==> src/rtl/alu_pkg.sv <==
// rtl/alu_pkg.sv - shared function codes, class and sequencer state types
package alu_pkg;

    localparam logic [5:0] FN_SRL   = 6'h02;
    localparam logic [5:0] FN_MFHI  = 6'h10;
    localparam logic [5:0] FN_MFLO  = 6'h12;
    localparam logic [5:0] FN_MULTU = 6'h19;
    localparam logic [5:0] FN_ADD   = 6'h20;
    localparam logic [5:0] FN_SUB   = 6'h22;
    localparam logic [5:0] FN_AND   = 6'h24;
    localparam logic [5:0] FN_OR    = 6'h25;
    localparam logic [5:0] FN_SLT   = 6'h2A;

    typedef enum logic [2:0] {
        CLS_ALU,
        CLS_SHIFT,
        CLS_MUL,
        CLS_HILO,
        CLS_ILLEGAL
    } fn_class_e;

    typedef enum logic [1:0] {
        S_IDLE,
        S_EXEC,
        S_MUL,
        S_RESP
    } seq_state_e;

endpackage

==> src/rtl/alu_fn_decode.sv <==
// rtl/alu_fn_decode.sv - combinational function code to operation class decode
//
// Ports:
//   ctrl  in   6-bit function code
//   cls   out  operation class (ALU, SHIFT, MUL, HILO, ILLEGAL)
module alu_fn_decode
    import alu_pkg::*;
(
    input  logic [5:0] ctrl,
    output fn_class_e  cls
);

    always_comb begin
        cls = CLS_ILLEGAL;
        case (ctrl)
            FN_ADD, FN_SUB, FN_AND, FN_OR, FN_SLT: cls = CLS_ALU;
            FN_SRL:                                cls = CLS_SHIFT;
            FN_MULTU:                              cls = CLS_MUL;
            FN_MFHI, FN_MFLO:                      cls = CLS_HILO;
            default:                               cls = CLS_ILLEGAL;
        endcase
    end

endmodule

==> src/rtl/alu_issue_seq.sv <==
// rtl/alu_issue_seq.sv - serializing request sequencer in front of the ALU/shifter/multiplier
//
// Ports:
//   clk, rst                 clock, asynchronous active-low reset
//   req_valid/ready          request handshake; req_a, req_b, req_ctrl request payload
//   op_a, op_b, op_ctrl      registered operands/function code driven to the datapath
//   mul_start                one-cycle multiplier start pulse
//   alu_result               combinational datapath result for the current op_*
//   rsp_valid/ready          response handshake; rsp_data, rsp_err response payload
//   busy                     sequencer is not idle
module alu_issue_seq
    import alu_pkg::*;
#(
    parameter int DATA_W     = 32,
    parameter int MUL_CYCLES = 32
) (
    input  logic              clk,
    input  logic              rst,
    input  logic              req_valid,
    output logic              req_ready,
    input  logic [DATA_W-1:0] req_a,
    input  logic [DATA_W-1:0] req_b,
    input  logic [5:0]        req_ctrl,
    output logic [DATA_W-1:0] op_a,
    output logic [DATA_W-1:0] op_b,
    output logic [5:0]        op_ctrl,
    output logic              mul_start,
    input  logic [DATA_W-1:0] alu_result,
    output logic              rsp_valid,
    input  logic              rsp_ready,
    output logic [DATA_W-1:0] rsp_data,
    output logic              rsp_err,
    output logic              busy
);

    seq_state_e state, state_next;
    fn_class_e  req_cls;
    logic [7:0] cnt;

    logic load_op;
    logic load_cnt;
    logic dec_cnt;
    logic cap_exec;
    logic cap_zero;
    logic set_err;
    logic start_mul;

    alu_fn_decode u_decode (
        .ctrl (req_ctrl),
        .cls  (req_cls)
    );

    always_ff @(posedge clk or negedge rst) begin
        if (!rst) begin
            state <= S_IDLE;
        end else begin
            state <= state_next;
        end
    end

    always_comb begin
        state_next = state;
        load_op    = 1'b0;
        load_cnt   = 1'b0;
        dec_cnt    = 1'b0;
        cap_exec   = 1'b0;
        cap_zero   = 1'b0;
        set_err    = 1'b0;
        start_mul  = 1'b0;
        case (state)
            S_IDLE: begin
                if (req_valid) begin
                    case (req_cls)
                        CLS_ALU, CLS_SHIFT, CLS_HILO: begin
                            load_op    = 1'b1;
                            state_next = S_EXEC;
                        end
                        CLS_MUL: begin
                            load_op    = 1'b1;
                            load_cnt   = 1'b1;
                            start_mul  = 1'b1;
                            state_next = S_MUL;
                        end
                        default: begin
                            // Operands stay untouched so HI/LO inputs remain stable.
                            set_err    = 1'b1;
                            state_next = S_RESP;
                        end
                    endcase
                end
            end
            S_EXEC: begin
                cap_exec   = 1'b1;
                state_next = S_RESP;
            end
            S_MUL: begin
                if (cnt == 8'd0) begin
                    cap_zero   = 1'b1;
                    state_next = S_RESP;
                end else begin
                    dec_cnt = 1'b1;
                end
            end
            S_RESP: begin
                if (rsp_ready) begin
                    state_next = S_IDLE;
                end
            end
            default: state_next = S_IDLE;
        endcase
    end

    always_ff @(posedge clk or negedge rst) begin
        if (!rst) begin
            op_a      <= '0;
            op_b      <= '0;
            op_ctrl   <= '0;
            mul_start <= 1'b0;
            cnt       <= 8'd0;
            rsp_data  <= '0;
            rsp_err   <= 1'b0;
        end else begin
            // Only set from IDLE, so it is high for the first MUL cycle only.
            mul_start <= start_mul;
            if (load_op) begin
                op_a    <= req_a;
                op_b    <= req_b;
                op_ctrl <= req_ctrl;
            end
            if (load_cnt) begin
                cnt <= 8'(MUL_CYCLES - 1);
            end else if (dec_cnt) begin
                cnt <= cnt - 8'd1;
            end
            if (cap_exec) begin
                rsp_data <= alu_result;
                rsp_err  <= 1'b0;
            end else if (cap_zero) begin
                rsp_data <= '0;
                rsp_err  <= 1'b0;
            end else if (set_err) begin
                rsp_data <= '0;
                rsp_err  <= 1'b1;
            end
        end
    end

    assign req_ready = (state == S_IDLE);
    assign busy      = (state != S_IDLE);
    assign rsp_valid = (state == S_RESP);

endmodule

==> config.mk <==
export PLATFORM = sky130hd
export DESIGN_NAME = alu_issue_seq
export DESIGN_NICKNAME = d
export VERILOG_FILES = /design/src/rtl/alu_pkg.sv /design/src/rtl/alu_fn_decode.sv /design/src/rtl/alu_issue_seq.sv
export SDC_FILE = /design/constraint.sdc
export NUM_CORES = 1
export LEC_CHECK = 0
export ABC_AREA = 1
export CORE_MARGIN = 8
export CORE_UTILIZATION = 45
export DETAILED_ROUTE_END_ITERATION = 16
export PLACE_DENSITY = 0.81
export SLEW_MARGIN = 0
export SYNTH_ARGS = -nofsm -noshare
export SYNTH_HDL_FRONTEND = slang
export SYNTH_SLANG_ARGS = --single-unit
==> constraint.sdc <==
create_clock -name clk -period 2.4 [get_ports clk]
set_input_delay 0.36 -clock clk [delete_from_list [all_inputs] [get_ports clk]]
set_output_delay 0.36 -clock clk [all_outputs]
set_load 0.05 [all_outputs]
# After elaboration in Yosys (flattened, before gate mapping)
# Index checks and enable logic that the tools add are counted.
[word_totals] register_bits=114 in_bits=106
[classes] n_addsub=1 n_reduce_logical=11 n_eq_ne=18 mux=28
[op_table] cell="32-bit two-way mux" n=3
[op_table] cell="6-bit equality test, second input constant" n=5
[op_table] cell="6-bit by 5-bit equality test with 1-bit output, second input constant" n=3
[op_table] cell="1-bit two-way mux" n=17
[op_table] cell="8-bit two-way mux" n=2
[op_table] cell="3-bit one-hot mux with 4 select lines" n=1
[op_table] cell="8-bit zero test" n=1
[op_table] cell="2-bit one-hot mux with 4 select lines" n=1
[op_table] cell="8-bit by 1-bit subtractor with 8-bit output, second input constant" n=1
[op_table] cell="3-bit by 2-bit equality test with 1-bit output, second input constant" n=2
[op_table] cell="6-bit by 2-bit equality test with 1-bit output, second input constant" n=1
[op_table] cell="2-bit two-way mux" n=3
[op_table] cell="5-bit OR reduction" n=1
[op_table] cell="2-bit equality test, second input constant" n=2
[op_table] cell="2-bit inequality test, second input constant" n=2
[op_table] cell="2-bit one-hot mux with 2 select lines" n=1
[op_table] cell="2-bit nonzero test" n=2
[op_table] cell="4-bit OR reduction" n=1
[op_table] cell="3-bit by 1-bit equality test with 1-bit output, second input constant" n=1
[op_table] cell="3-bit zero test" n=1
[op_table] cell="3-bit AND reduction" n=1
[op_table] cell="3-bit nonzero test" n=1
[op_table] cell="3-bit OR reduction" n=1
[op_table] cell="2-bit by 1-bit equality test with 1-bit output, second input constant" n=1
[op_table] cell="other kinds (3)" n=3

# Logic depth before layout (Yosys ltp)
# Gate-level depths: netlist (run 1).
[logic_depth] ltp_word=11 ltp_mapped=10

# Cells and area by module
# From an unflattened synthesis (run 1), not the netlist that was laid out.
[hier_totals] cells_unflattened=417 area_unflattened_um2=4977.3
[by_module_without_submodules] mod="alu_issue_seq" n_inst=1 area_each_um2=4867.2 seq_area_each_um2=2852.7 cells_each=394
[by_module_without_submodules] mod="alu_fn_decode" n_inst=1 area_each_um2=110.1 seq_area_each_um2=0.0 cells_each=23

# Least setup slack after synthesis (run 1)
# OpenSTA, ideal clock, no wires.
[synth_timing] path_type="register to register" startpoint="register state[0]" endpoint="register op_a[10]" path_slack_ns=0.455 stages_incl_launch_ff=9 period_less_slack_ns=1.945 setup_time_ns=0.066 t_arrival_ns=1.879 required_time_ns=2.334 cell_sequence="dfrtp_1 inv_1 ha_1 nand2_1 inv_2 buf_2 clkbuf_1 nand3_1 nand2_1"
[synth_via] elab_chain_len=2
[synth_rtl] item="start: declaration" line_no="alu_issue_seq.sv:36" rtl="seq_state_e state, state_next;"
[synth_rtl] item="start signal: assignment" line_no="alu_issue_seq.sv:57" rtl="state <= state_next;"
[synth_rtl] item="2-bit zero test"
[synth_rtl] item="net req_ready" line_no="alu_issue_seq.sv:20" rtl="output logic req_ready,"
[synth_rtl] item="1-bit two-way mux" line_no="alu_issue_seq.sv:70" rtl="case (state)"
[synth_rtl] item="end signal: assignment" line_no="alu_issue_seq.sv:126" rtl="op_a <= req_a;"
[synth_rtl] item="end: declaration" line_no="alu_issue_seq.sv:24" rtl="output logic [DATA_W-1:0] op_a,"
# The timed path passes the listed nets, and every way through them passes these cells.
# A chain may end at the register's enable or synchronous reset.

# Final worst setup path (run 1)
[layout_timing] startpoint="register state[1]" endpoint="output port rsp_valid"
[layout_via] elab_chain_len=1
[layout_rtl] item="2-bit equality test" line_no="alu_issue_seq.sv:150" rtl="assign rsp_valid = (state == S_RESP);"
[layout_rtl] item="end: declaration" line_no="alu_issue_seq.sv:29" rtl="output logic rsp_valid,"
# No other way between the ends.

==> impl_metrics.sql, run 1 <==
INSERT INTO impl_metrics (metric_group, metric, value, unit) VALUES
('placed_design', 'io_buffers', '212', ''),
('clock_network', 'clk_latency', '510', 'ps'),
('clock_network', 'inserted_clock_buffers', '17', ''),
('critical_path', 'timing.critical_path.fanout_max', '4', ''),
('sta', 'number_of_max_slew_violations_in_the_final_report', '0', ''),
('pwr', 'power_leakage', '3.748', 'nW'),
('pwr', 'pwr-share-seq', '26.3', '%'),
('sta', 'f_max', '429.4', 'MHz'),
('floorplan', 'placeableCoreArea', '10700', 'um^2'),
('pwr', 'clock_power_share', '18.9', '%'),
('clock_network', 'htreeDepth', '4', ''),
('critical_path', 'cp_slowest_stage_delay', '840', 'ps'),
('pwr', 'p_comb_share', '54.8', '%'),
('floorplan', 'dieHeight', '120.0', 'um'),
('drt', 'drt-met1-wl', '5911', 'um'),
('placed_design', 'numPlacedInstances', '891', ''),
('worst_hold_path', 'min_to', 'rsp_data[18]', ''),
('worst_hold_path', 'min_delay_path_depth', '3', ''),
('worst_hold_path', 'hold_path_class', 'input port to flip-flop', ''),
('critical_path', 'worst_setup_path_end_kind', 'output pin', ''),
('cells_and_area', 'final_cell_count_no_fill', '924', ''),
('pwr', 'power_per_cell_area', '1674', 'nW/um^2'),
('drt', 'top_layer_used', 'met4', ''),
('cells_and_area', 'mostFrequentLayoutCell', 'nand2_1', ''),
('global_routing', 'grt-ovfl-total', '0', ''),
('cells_and_area', 'antennaDiodeCount', '0', ''),
('placed_design', 'hpwlAfterDp', '10960', 'um'),
('critical_path', 'crit_path_top_delay_cell', 'clkdlybuf4s50_1', ''),
('clock_network', 'clkSlewWorstSetupHoldPaths', '60', 'ps'),
('synth', 'summed_instance_area_of_the_synthesized_netlist', '4866', 'um^2'),
('drt', 'vias_post_dr', '4704', ''),
('status', 'outcome', 'completed', ''),
('synth', 'synth_sequential_area_ratio', '58.63', '%'),
('pwr', 'internal_pwr_total', '6.557', 'mW'),
('drt', 'first_pass_iteration_count_of_the_detailed_router', '5', ''),
('job', 'max_cap_viol_count', '0', ''),
('sta', 'skew', '9.340', 'ps'),
('global_routing', 'grt_start_max_net_pins', '53', ''),
('sta', 'rsz_0062_raised_after_global_routing', 'false', ''),
('critical_path', 'worstReg2RegStart', 'state[1]', ''),
('critical_path', 'cp-start-kind', 'flip-flop', ''),
('global_routing', 'track_usage', '21.24', '%'),
('drt', 'drt_iter0_markers', '368', ''),
('drt', 'wl', '15180', 'um'),
('sta', 'finalHoldViolCount', '0', ''),
('sta', 'setup_total_negative_slack', '0', 'ps'),
('critical_path', 'worstPathRequired', '2040', 'ps'),
('drt', 'avgViaCountPerCell', '5.091', ''),
('sta', 'layout_worst_path_cycle_share', '97.04', '%'),
('drt', 'drc', '0', ''),
('critical_path', 'worst-r2r-setup-slack', '520', 'ps'),
('worst_hold_path', 'hold_start', 'alu_result[18]', ''),
('drt', 'number_of_routed_nets_with_antenna_violations', '0', ''),
('critical_path', 'rr_endpoint', 'cnt[6]', ''),
('placed_design', 'routabilityCongestion', '0.8566', ''),
('global_routing', 'wire_length_of_the_first_global_routing_pass', '24810', 'um'),
('pwr', 'ir_drop', '0.0009128', 'V'),
('pwr', 'power.share.switching', '48.91', '%'),
('global_routing', 'antenna_found_initial', '0', ''),
('drt', 'routed-wl-met3', '1534', 'um'),
('critical_path', 'reg2reg_depth', '9', ''),
('clock_network', 'cts_root_buf', 'clkbuf_8', ''),
('synth', 'postSynthCellCount', '560', ''),
('floorplan', 'fp-row-count', '38', ''),
('sta', 'setup_viol', '0', ''),
('clock_network', 'clock_tree_from_tritoncts', 'done', ''),
('sta', 'max_slew_margin', '55.92', '%'),
('sta', 'worst_max_slew_pin_slew', '661.2', 'ps'),
('floorplan', 'fp.dieArea', '14400', 'um^2'),
('clock_network', 'clock_path_buffers', '2', ''),
('floorplan', 'dieWidth', '120.0', 'um');
[worst max-delay path: cells and delay by family (launching register included)]
kind | cells | cell delay (ps)
buffers and inverters | 1 | 840
adders and majority gates | 1 | 220
DFF | 1 | 400
[cell families after synthesis]
family	Yosys count	synth area share [%]
fa+ha+maj	6	1.543
flops	114	58.63
simple gates	371	32.14
xor+xnor	1	0.1800
buf+inv	51	5.657
compound gates	17	1.851
[through the flow]
| stage | hold slack [ps] | setup slack, ps | total power, mW | area (um^2) | util [%] |
|---|---|---|---|---|---|
| 2_1_floorplan | 64.41 | 455.1 | 7.873 | 4866 | - |
| 3_3_place_gp | 416.6 | 441.2 | 10.27 | 7081 | 66.19 |
| 3_5_place_dp | 437.7 | 355.9 | 10.43 | 7081 | 66.19 |
| 4_1_cts | 364.7 | 53.40 | 12.91 | 7667 | 71.67 |
| 5_1_grt | 376.7 | 8.094 | 13.51 | 7667 | 71.67 |
| 6_report | 376.8 | 71.00 | 12.83 | 7667 | 71.67 |
[flip-flops by register name, summed over array words and instances (netlist names)]
register / flops
op_b: 32
rsp_data: 32
cnt: 8
op_ctrl: 6
state: 2
op_a: 32
mul_start: 1
rsp_err: 1
[synthesized netlist by cell type]
master / instances / area [um^2]
a21oi_1: 3 / 15.01
dfrtp_1: 114 / 2853
nand3_1: 109 / 545.5
nand2_1: 227 / 852.1
xor2_1: 1 / 8.760
nand3_2: 1 / 10.01
ha_1: 6 / 75.07
buf_2: 10 / 50.05
buf_4: 5 / 37.54
nor2_2: 1 / 6.260
o21ai_1: 2 / 10.01
nor2_1: 23 / 86.33
a21boi_0: 1 / 7.510
o21ai_0: 10 / 50.05
o21bai_1: 1 / 7.510
nand2_2: 1 / 6.260
clkbuf_1: 10 / 37.54
inv_2: 2 / 7.510
inv_1: 17 / 63.81
nand3b_1: 1 / 7.510
buf_6: 7 / 78.83
nand4_1: 8 / 50.05
[layer usage]
layer  vias to the layer above  track usage [%]
li1                       2219                -
met1                      2254            24.45
met2                       213            36.40
met3                        18            8.549
met4                         0            4.762
met5                         -                0
[power by group through the flow]
stage               combinational [mW]  clock [mW]  sequential [mW]
global placement                  6.91           0             3.36
global route                      7.47        2.55             3.49
CTS                               7.09        2.45             3.38
floorplan                         1.59           0             6.28
finish                            7.03        2.43             3.38
detailed placement                7.04           0             3.39
[worst max-delay path by stage]
stage                           start    endpoint  slack [ps]  cells past startpoint
final                        state[1]   rsp_valid          70                      2
after detailed placement  req_ctrl[0]  op_ctrl[0]         360                      9
after global routing         state[0]   rsp_valid           8                      2
after CTS                    state[1]   rsp_valid          50                      2
after global placement    req_ctrl[0]     rsp_err         440                      7
after floorplan              state[0]    op_a[10]         460                      8
[final cells by class]
cell class / instances / area, um^2
tap: 140 / 175.2
inverter: 19 / 71.32
multi-input combinational: 395 / 1744
timing repair buffer: 224 / 2246
clock buffer: 20 / 445.4
sequential: 114 / 2853
fill: 800 / 3030
clock inverter: 12 / 132.6
[repair_timing]
action,4_1_cts,5_1_grt
hold buffers,1,0
hold endpoints to repair,49,0
gates resized for setup,1,0
endpoints found under the setup margin,1,0
No activity file was read; power rests on OpenSTA's default activity.
==> run 2, diff against run 1 <==
--- a/config.mk
+++ b/config.mk
@@ -8,7 +8,9 @@
 export ABC_AREA = 1
 export CORE_MARGIN = 8
 export CORE_UTILIZATION = 45
+export CTS_BUF_LIST = sky130_fd_sc_hd__clkbuf_4
 export DETAILED_ROUTE_END_ITERATION = 16
+export GPL_TIMING_DRIVEN = 0
 export PLACE_DENSITY = 0.81
 export SLEW_MARGIN = 0
 export SYNTH_ARGS = -nofsm -noshare
==> run 2 against run 1 <==
  * Clock power fell by 41%
  * Count of clock-buffer cells in the layout decreased by 1
  * Routed wire length decreased by 1.1%
  * Final area fell by 2.4%
==> impl_metrics.sql, run 2 (same netlist as run 1, synthesis figures left out) <==
INSERT INTO impl_metrics (metric_group, metric, value, unit) VALUES
('placed_design', 'place_worst_setup_slack', '254.8', 'ps'),
('drt', 'first_pass_iteration_count_of_the_detailed_router', '5', ''),
('clock_network', 'cts.sinks', '114', ''),
('cells_and_area', 'postLayoutCellArea', '7480', 'um^2'),
('drt', 'drc', '0', ''),
('status', 'outcome', 'completed', ''),
('drt', 'drt_iter0_markers', '278', ''),
('cells_and_area', 'num-nets-final', '905', ''),
('sta', 'worst_hold_margin', '373.5', 'ps'),
('critical_path', 'cp_slowest_stage_delay', '570', 'ps'),
('floorplan', 'fp-row-count', '38', ''),
('sta', 'post-route-min-period', '2250', 'ps'),
('pwr', 'ir_drop', '0.0008918', 'V'),
('sta', 'skew', '14.46', 'ps'),
('clock_network', 'cts_root_buf', 'clkbuf_4', ''),
('clock_network', 'clock_path_buffers', '2', ''),
('critical_path', 'cp-start-kind', 'flip-flop', ''),
('worst_hold_path', 'hold_path_class', 'input port to flip-flop', ''),
('critical_path', 'worst_setup_path_end_kind', 'output pin', ''),
('global_routing', 'grt_start_max_net_pins', '60', ''),
('clock_network', 'inserted_clock_buffers', '17', ''),
('sta', 'layout_worst_path_cycle_share', '93.77', '%'),
('floorplan', 'fp.dieArea', '14400', 'um^2'),
('drt', 'wl', '15010', 'um'),
('cells_and_area', 'area_growth_syn_to_layout', '53.72', '%'),
('floorplan', 'dieHeight', '120.0', 'um'),
('critical_path', 'crit_path_top_delay_cell', 'dlygate4sd2_1', ''),
('critical_path', 'timing.critical_path.fanout_max', '5', ''),
('placed_design', 'routabilityCongestion', '0.8903', ''),
('sta', 'rsz_0062_raised_after_global_routing', 'false', ''),
('sta', 'setup_viol', '0', ''),
('sta', 'number_of_max_slew_violations_in_the_final_report', '0', ''),
('critical_path', 'cp_num_buf_inv', '2', ''),
('sta', 'f_max', '444.4', 'MHz'),
('critical_path', 'critPathKind', 'flip-flop to output pin', ''),
('clock_network', 'clock_tree_from_tritoncts', 'done', ''),
('clock_network', 'htreeDepth', '4', ''),
('floorplan', 'i_o_pins', '213', ''),
('critical_path', 'cp_cell_sequence', 'inv_1 > ha_1 > dlygate4sd2_1', ''),
('global_routing', 'track_usage', '21.25', '%'),
('sta', 'finalHoldViolCount', '0', ''),
('floorplan', 'dieWidth', '120.0', 'um'),
('drt', 'number_of_routed_nets_with_antenna_violations', '0', ''),
('global_routing', 'grt-ovfl-total', '0', ''),
('floorplan', 'starting_utilization_of_the_core_area', '45.49', '%'),
('clock_network', 'post_cts.repair.setup_buffers', '0', ''),
('placed_design', 'hpwlAfterDp', '11620', 'um'),
('critical_path', 'kind_of_cell_adding_the_most_delay_to_the_critical_path', 'buffers and inverters', ''),
('job', 'max_cap_viol_count', '0', ''),
('sta', 'worst_max_slew_pin_slew', '743.2', 'ps'),
('cells_and_area', 'mostFrequentLayoutCell', 'nand2_1', ''),
('global_routing', 'antenna_found_initial', '0', ''),
('pwr', 'power_per_cell_area', '1581', 'nW/um^2'),
('global_routing', 'via_count_of_the_first_global_routing_pass', '4915', ''),
('sta', 'setup_total_negative_slack', '0', 'ps'),
('critical_path', 'worstPathRequired', '2040', 'ps'),
('clock_network', 'clkSlewWorstSetupHoldPaths', '110', 'ps'),
('drt', 'avgViaCountPerCell', '4.964', ''),
('global_routing', 'wire_length_of_the_first_global_routing_pass', '24500', 'um'),
('critical_path', 'crit_arrival', '1890', 'ps'),
('cells_and_area', 'layout_cell_share_with_drive_strength_beyond_1', '7.196', '%'),
('cells_and_area', 'layout.area.seq', '2853', 'um^2'),
('drt', 'vias_post_dr', '4696', ''),
('placed_design', 'io_buffers', '212', ''),
('pwr', 'power_leakage', '3.693', 'nW'),
('cells_and_area', 'mostFrequentLayoutCells', 'nand2_1, clkdlybuf4s50_1, dfrtp_1, nand3_1, nor2_1', ''),
('cells_and_area', 'multi_input_area', '1738', 'um^2'),
('drt', 'wl_per_cell', '15.87', 'um'),
('cells_and_area', 'antennaDiodeCount', '0', ''),
('clock_network', 'clk_latency', '510', 'ps'),
('cells_and_area', 'layout_top_registers', 'op_a (32), op_b (32), rsp_data (32)', ''),
('cells_and_area', 'n_fill_cell', '833', ''),
('placed_design', 'postPlaceCellArea', '7188', 'um^2'),
('sta', 'layout_setup_ws', '149.5', 'ps'),
('sta', 'max_slew_margin', '50.45', '%'),
('floorplan', 'placeableCoreArea', '10700', 'um^2');
==> run 2: worst reg2reg max path, stage by stage, from the launching register on <==
cell      delay, ps
dfrtp_1         440
inv_1           110
ha_1            270
nand2_1         140
inv_2           130
buf_2           230
clkbuf_1        380
nand3_1         160
nand2_1         110
==> run 2: repair_timing <==
action                     in CTS  in global routing
pin swaps                       0                  0
hold buffers                    1                  0
hold endpoints to repair       55                  0
gates resized for setup         2                  3
setup endpoints to repair       2                  2
==> run 2: worst paths after layout <==
kind	from	endpoint	slack (ps)	cells past startpoint
setup / recovery	state[1]	req_ready	150	3
hold / removal	alu_result[25]	rsp_data[25]	370	3
setup reg to reg	state[1]	op_a[20]	380	8
hold reg to reg	op_b[18]	op_b[18]	480	2
max in group asynchronous	rst	op_ctrl[1]	1200	3
min in group asynchronous	rst	rsp_data[25]	450	2
==> run 2: metal layers <==
metal	up-vias	track usage, %	part of all wire [%]
met5	-	0	0
met2	191	36.57	50
met1	2204	23.49	39
met3	28	7.280	9.0
met4	0	9.133	2.2
li1	2273	-	-
==> run 2: cell type report <==
class | count | area share [%]
sequential | 114 | 38.14
timing repair buffer | 214 | 28.79
multi-input combinational | 395 | 23.24
buffer | 32 | 2.727
tap | 140 | 2.342
clock buffer | 19 | 1.907
clock inverter | 13 | 1.907
inverter | 19 | 0.9535
==> run 2: stage by stage <==
stage	power, mW	util, %	cells
2_1_floorplan	7.873	-	560
3_3_place_gp	10.31	66.96	912
3_5_place_dp	10.48	67.19	913
4_1_cts	11.94	69.93	946
5_1_grt	12.49	69.92	946
6_report	11.83	69.92	946
==> run 2: where the power goes <==
| part | switching, mW | internal (mW) |
|---|---|---|
| Sequential | 0.524 | 2.83 |
| Clock | 0.715 | 0.725 |
| Combinational | 4.83 | 2.20 |
| Total | 6.07 | 5.76 |
==> variant 1, RTL diff (config.mk and constraints of run 1) <==
Encoding of `seq_state_e`: now Gray code (2 bits for 4 states).
--- a/src/rtl/alu_pkg.sv
+++ b/src/rtl/alu_pkg.sv
@@ -22,6 +22,6 @@
     typedef enum logic [1:0] {
-        S_IDLE,
-        S_EXEC,
-        S_MUL,
-        S_RESP
+        S_IDLE = 2'b00,
+        S_EXEC = 2'b01,
+        S_MUL  = 2'b11,
+        S_RESP = 2'b10
     } seq_state_e;
Formal check against the unedited RTL: no difference found for any inputs over 4 cycles, from zero or initial values and one cycle with rst low; so few cycles prove little.
==> variant 1 against run 1 <==
Largest cell class unchanged; critical endpoint is now req_ready; combinational power down 15%; synthesized area fell by 1.6%; final cell count fell by 0.76%; die area down 1.4%; cell area decreased by 0.73%; largest power group unchanged; first-iteration DRC count is 23% lower; via count down 1.2%; sequential cell count unchanged; routed wire length rose by 2.5%; clock skew up 0.00074 ns; worst setup slack improved by 0.013 ns; register-to-register slack better by 0.06 ns; power fell by 9.5%.
==> variant 1: results (changes against run 1) <==
- The run finished with clean final reports.
- The post-route clock skew is 0.0101 ns (+0.000740 ns).
- By area the synthesized netlist is led by sky130_fd_sc_hd__dfrtp_1 (60%), sky130_fd_sc_hd__nand2_1 (18%), sky130_fd_sc_hd__nand3_1 (11%), sky130_fd_sc_hd__buf_2 (2.0%), sky130_fd_sc_hd__inv_1 (1.5%).
- The net count after synthesis is 664 (-1.2%).
- The mean number of vias per cell is 5.07 (-0.41%).
- In this run the worst setup path terminates at req_ready.
- The number of distinct library cells after synthesis is 21 (-4.5%).
- In the synthesized netlist, the cells that appear most often are sky130_fd_sc_hd__nand2_1 (231), sky130_fd_sc_hd__dfrtp_1 (114), sky130_fd_sc_hd__nand3_1 (109).
- The logic depth of the worst register-to-register path is 7 (-2).
- The synthesized instance count is 556 (-0.71%).
- The placed wire-length estimate after detailed placement is 11200 µm (+2.0%).
- The total instance count after detailed placement is 884 (-0.79%).
- The worst vdd rail ir drop is 1030 µV (+13%).
- The critical register-to-register path endpoint is cnt[7].
- The wire length of the first global-routing pass is 25200 µm (+1.6%).
- The internal reg-to-reg setup slack came to 0.58 ns (+0.06 ns).
- The worst register-to-register path begins at state[0].
- The number of global-route vias before repair is 4773 (-0.29%).
- The fraction of final layout cells sized beyond drive strength 1 is 7.30% (+0.79 points).
- The class of the most critical hold timing path is primary input to async pin.
- The switching portion of total power is 47.5% (-1.4 points).
- The portion of the post-synthesis area used by sequential elements was 59.6% (+0.98 points).
- The leakage power figure is 3.71 nW (-0.91%).
- The wire length per cell after detailed routing was 17.0 µm (+3.3%).
- The final period utilization is 96.5% (-0.55 points).
- The maximum net fanout on the critical path is 6 (+2).
[variant 1: worst min path at each step]
| stage | start | to | slack (ns) |
|---|---|---|---|
| finish | rst | op_a[10] | 0.39 |
| global route | alu_result[18] | rsp_data[18] | 0.39 |
| CTS | alu_result[16] | rsp_data[16] | 0.37 |
| detailed placement | rst | op_a[10] | 0.40 |
| global placement | rst | op_a[10] | 0.39 |
| floorplan | rst | cnt[0] | 0.06 |
[variant 1: routing by layer]
layer / vias to the layer above / share of wire [%] / global-route usage, % / wire length (µm)
met2: 192 / 49 / 37.1 / 7610
met5: - / 0 / 0 / 0
met4: 0 / 1.2 / 5.85 / 185
met3: 16 / 9.7 / 7.65 / 1510
li1: 2204 / - / - / -
met1: 2237 / 40 / 26.0 / 6260
[variant 1: cell type report]
cell class,instances,area [µm²]
Multi-Input combinational cell,388,1680
Inverter,22,82.6
Fill cell,747,2710
Timing Repair Buffer,225,2240
Clock inverter,14,155
Tap cell,136,170
Clock buffer,18,428
Sequential cell,114,2850
[variant 1: timing repair]
action	in CTS	in global routing
resized for setup	1	0
hold endpoints to repair	41	0
setup endpoints to repair	1	0
hold buffers	1	0
[variant 1: power groups by stage]
stage	combinational [mW]	sequential [mW]	clock (mW)
finish	5.98	3.20	2.44
global route	6.29	3.29	2.55
CTS	6.04	3.19	2.48
detailed placement	6.02	3.21	0
global placement	5.94	3.18	0
floorplan	1.06	5.87	0
[variant 1: logic make-up (layout without fill, tap and decap cells)]
family	after synthesis	after routing	share of synthesized area [%]
AO/OA/AOI/OAI	17	17	1.86
adder cells (fa/ha/maj)	2	2	0.523
AND/OR/NAND/NOR	368	368	32.5
buffers and inverters	54	279	5.36
flip-flops	114	114	59.6
XOR/XNOR	1	1	0.183
[variant 1: critical path: cells and delay by family (launching register included)]
kind / cells / cell delay (ns)
buf+inv: 1 / 0.84
simple gates: 1 / 0.16
flops: 1 / 0.46
[variant 1: per-stage QoR]
stage | power (mW) | cell area, µm² | util [%] | hold WS, ns
2_1_floorplan | 6.93 | 4790 | - | 0.0644
3_3_place_gp | 9.12 | 7020 | 68.0 | 0.393
6_report | 11.6 | 7610 | 73.7 | 0.390
4_1_cts | 11.7 | 7610 | 73.7 | 0.370
3_5_place_dp | 9.23 | 7020 | 68.0 | 0.402
5_1_grt | 12.1 | 7610 | 73.7 | 0.392
==> variant 2, RTL diff (flow settings as in run 1) <==
Made on the original files. Set the parameter `DATA_W` to 40 (it was 32).
--- a/src/rtl/alu_issue_seq.sv
+++ b/src/rtl/alu_issue_seq.sv
@@ -13,3 +13,3 @@
 #(
-    parameter int DATA_W     = 32,
+    parameter int DATA_W     = 40,
     parameter int MUL_CYCLES = 32
Interface: changed (6 resized); port bits go from 213 to 261. No check against the original RTL was run, so the function may have changed too.
==> variant 2 against run 1 <==
Power grew 19%; sequential cell count grew 24; worst setup slack better by 0.14 ns; sequential power up 20%; cell area is 19% higher; first-iteration DRC count grew 22%; largest power group unchanged; routed wire length rose by 22%; fmax rose by 6.3%; highest routed layer unchanged; sequential share of layout area up 0.56 points; critical path depth unchanged; core utilization is 0.79 points higher; count of clock-buffer cells in the layout is 5 higher; synthesized area up 19%.
==> variant 2: results (changes against run 1) <==
- The final weighted congestion in routability-driven placement was 0.819 (-4.4%).
- The routing usage on met1 is 26.5% (+2.1 points).
- The root buffer selected by CTS is sky130_fd_sc_hd__clkbuf_16.
- The wire length of the first global-routing pass is 28900 µm (+16%).
- The logic depth of the worst register-to-register path is 7 (-2).
- The post-route clock skew is 0.00551 ns (-0.00383 ns).
- The count of input and output buffers was 260 (+23%).
- The met2 track utilization from global routing is 35.6% (-0.81 points).
- The met2 wirelength from detailed routing is 8720 µm (+15%).
- The slew at the pin closest to its max-slew limit is 0.698 ns (+0.0369 ns).
- The worst-skew pair later-pin latency was 0.41 ns (-0.10 ns).
- The post-synthesis xor/xnor area fraction is 0.301% (+0.12 points).
- The met3 routing resource usage after global routing is 9.41% (+0.86 points).
- The leakage power figure is 4.47 nW (+19%).
- The portion of the post-synthesis area used by sequential elements is 59.4% (+0.78 points).
- The wire length per cell after detailed routing is 16.8 µm (+2.4%).
- The flip-flop and latch power is 4.06 mW (+20%).
- The worst slack at placement is 0.138 ns (-0.218 ns).
- The internal cell power came to 7.84 mW (+20%).
- The first-pass iteration count of the detailed router was 6 (+1).
- Ranked by total cell area, the synthesized netlist is headed by sky130_fd_sc_hd__dfrtp_1 (59%), sky130_fd_sc_hd__nand2_1 (18%), sky130_fd_sc_hd__nand3_1 (11%), sky130_fd_sc_hd__buf_2 (2.2%), sky130_fd_sc_hd__buf_6 (1.5%).
- The post-synthesis adder-cell area fraction came to 1.29% (-0.25 points).
- The post-route met1 wirelength was 7340 µm (+24%).
- The sum of met3 wire segment lengths after detailed routing is 2200 µm (+43%).
- The mean number of vias per cell is 4.95 (-2.7%).
- The data arrival time of the critical path is 1.83 ns (-0.14 ns).
- The fraction of final layout cells sized beyond drive strength 1 came to 5.06% (-1.4 points).
- The largest registers in the layout are op_a x40, op_b x40, rsp_data x40.
- The placed wire-length estimate after detailed placement was 13500 µm (+23%).
- The part of the total power dissipated in the clock network is 17.4% (-1.5 points).
- The net count after synthesis is 800 (+19%).
- The worst vdd rail ir drop was 844 µV (-7.5%).
- The internal reg-to-reg setup slack was 0.39 ns (-0.13 ns).
- The starting DRC count in detailed routing came to 450 (+22%).
- The all-layer global routing usage was 22.3% (+1.0 points).
- The class of the most critical hold timing path is primary input to async pin.
- The post-synthesis compound-gate area fraction came to 1.64% (-0.22 points).
- The critical register-to-register path endpoint is op_a[14].
- The flow ran to the end, and the final reports show no timing, DRC or antenna violations.
==> variant 2: cell families (layout without fill, tap and decap cells) <==
| group | after synthesis | after routing |
|---|---|---|
| flip-flops | 138 | 138 |
| buffers and inverters | 59 | 324 |
| AO/OA/AOI/OAI | 18 | 18 |
| AND/OR/NAND/NOR | 441 | 441 |
| adder cells (fa/ha/maj) | 6 | 6 |
| XOR/XNOR | 2 | 2 |
==> variant 2: cell type report <==
class                   count  area, µm²
clock buffers              25        495
flip-flops and latches    138       3450
fillers                   950       3470
clock inverters             7        113
inverters                  19       71.3
repair buffers            273       2750
well taps                 172        215
multi-input cells         467       2050
==> variant 2: worst reg2reg max path: cells and delay by family (launching register included) <==
kind	cells	cell delay (ns)
adders and majority gates	1	0.27
buffers and inverters	3	0.80
DFF	1	0.41
and+or+nand+nor	3	0.46
==> variant 2: worst max-delay path by stage <==
stage	start	to	slack (ns)	cells after the start
after floorplan	state[0]	cnt[6]	0.47	9
after global placement	req_ctrl[2]	op_ctrl[0]	0.20	7
after detailed placement	req_ctrl[2]	op_ctrl[0]	0.14	7
after CTS	state[1]	rsp_valid	0.18	2
after global routing	state[0]	req_ready	0.11	3
final	state[1]	rsp_valid	0.21	2
==> variant 2: stage by stage <==
stage               utilization [%]  hold WS [ns]  total power, mW  std cells
floorplan                         -        0.0644             9.54        664
global placement               67.6         0.254             12.5       1068
detailed placement             67.6         0.254             12.7       1068
CTS                            72.5         0.381             15.4       1101
global route                   72.5         0.394             16.1       1101
finish                         72.5         0.390             15.3       1101
==> variant 2: repair_timing <==
item / 4_1_cts / 5_1_grt
endpoints found under the hold margin: 28 / 0
resized for setup: 1 / 0
hold buffers: 1 / 0
endpoints found under the setup margin: 1 / 0
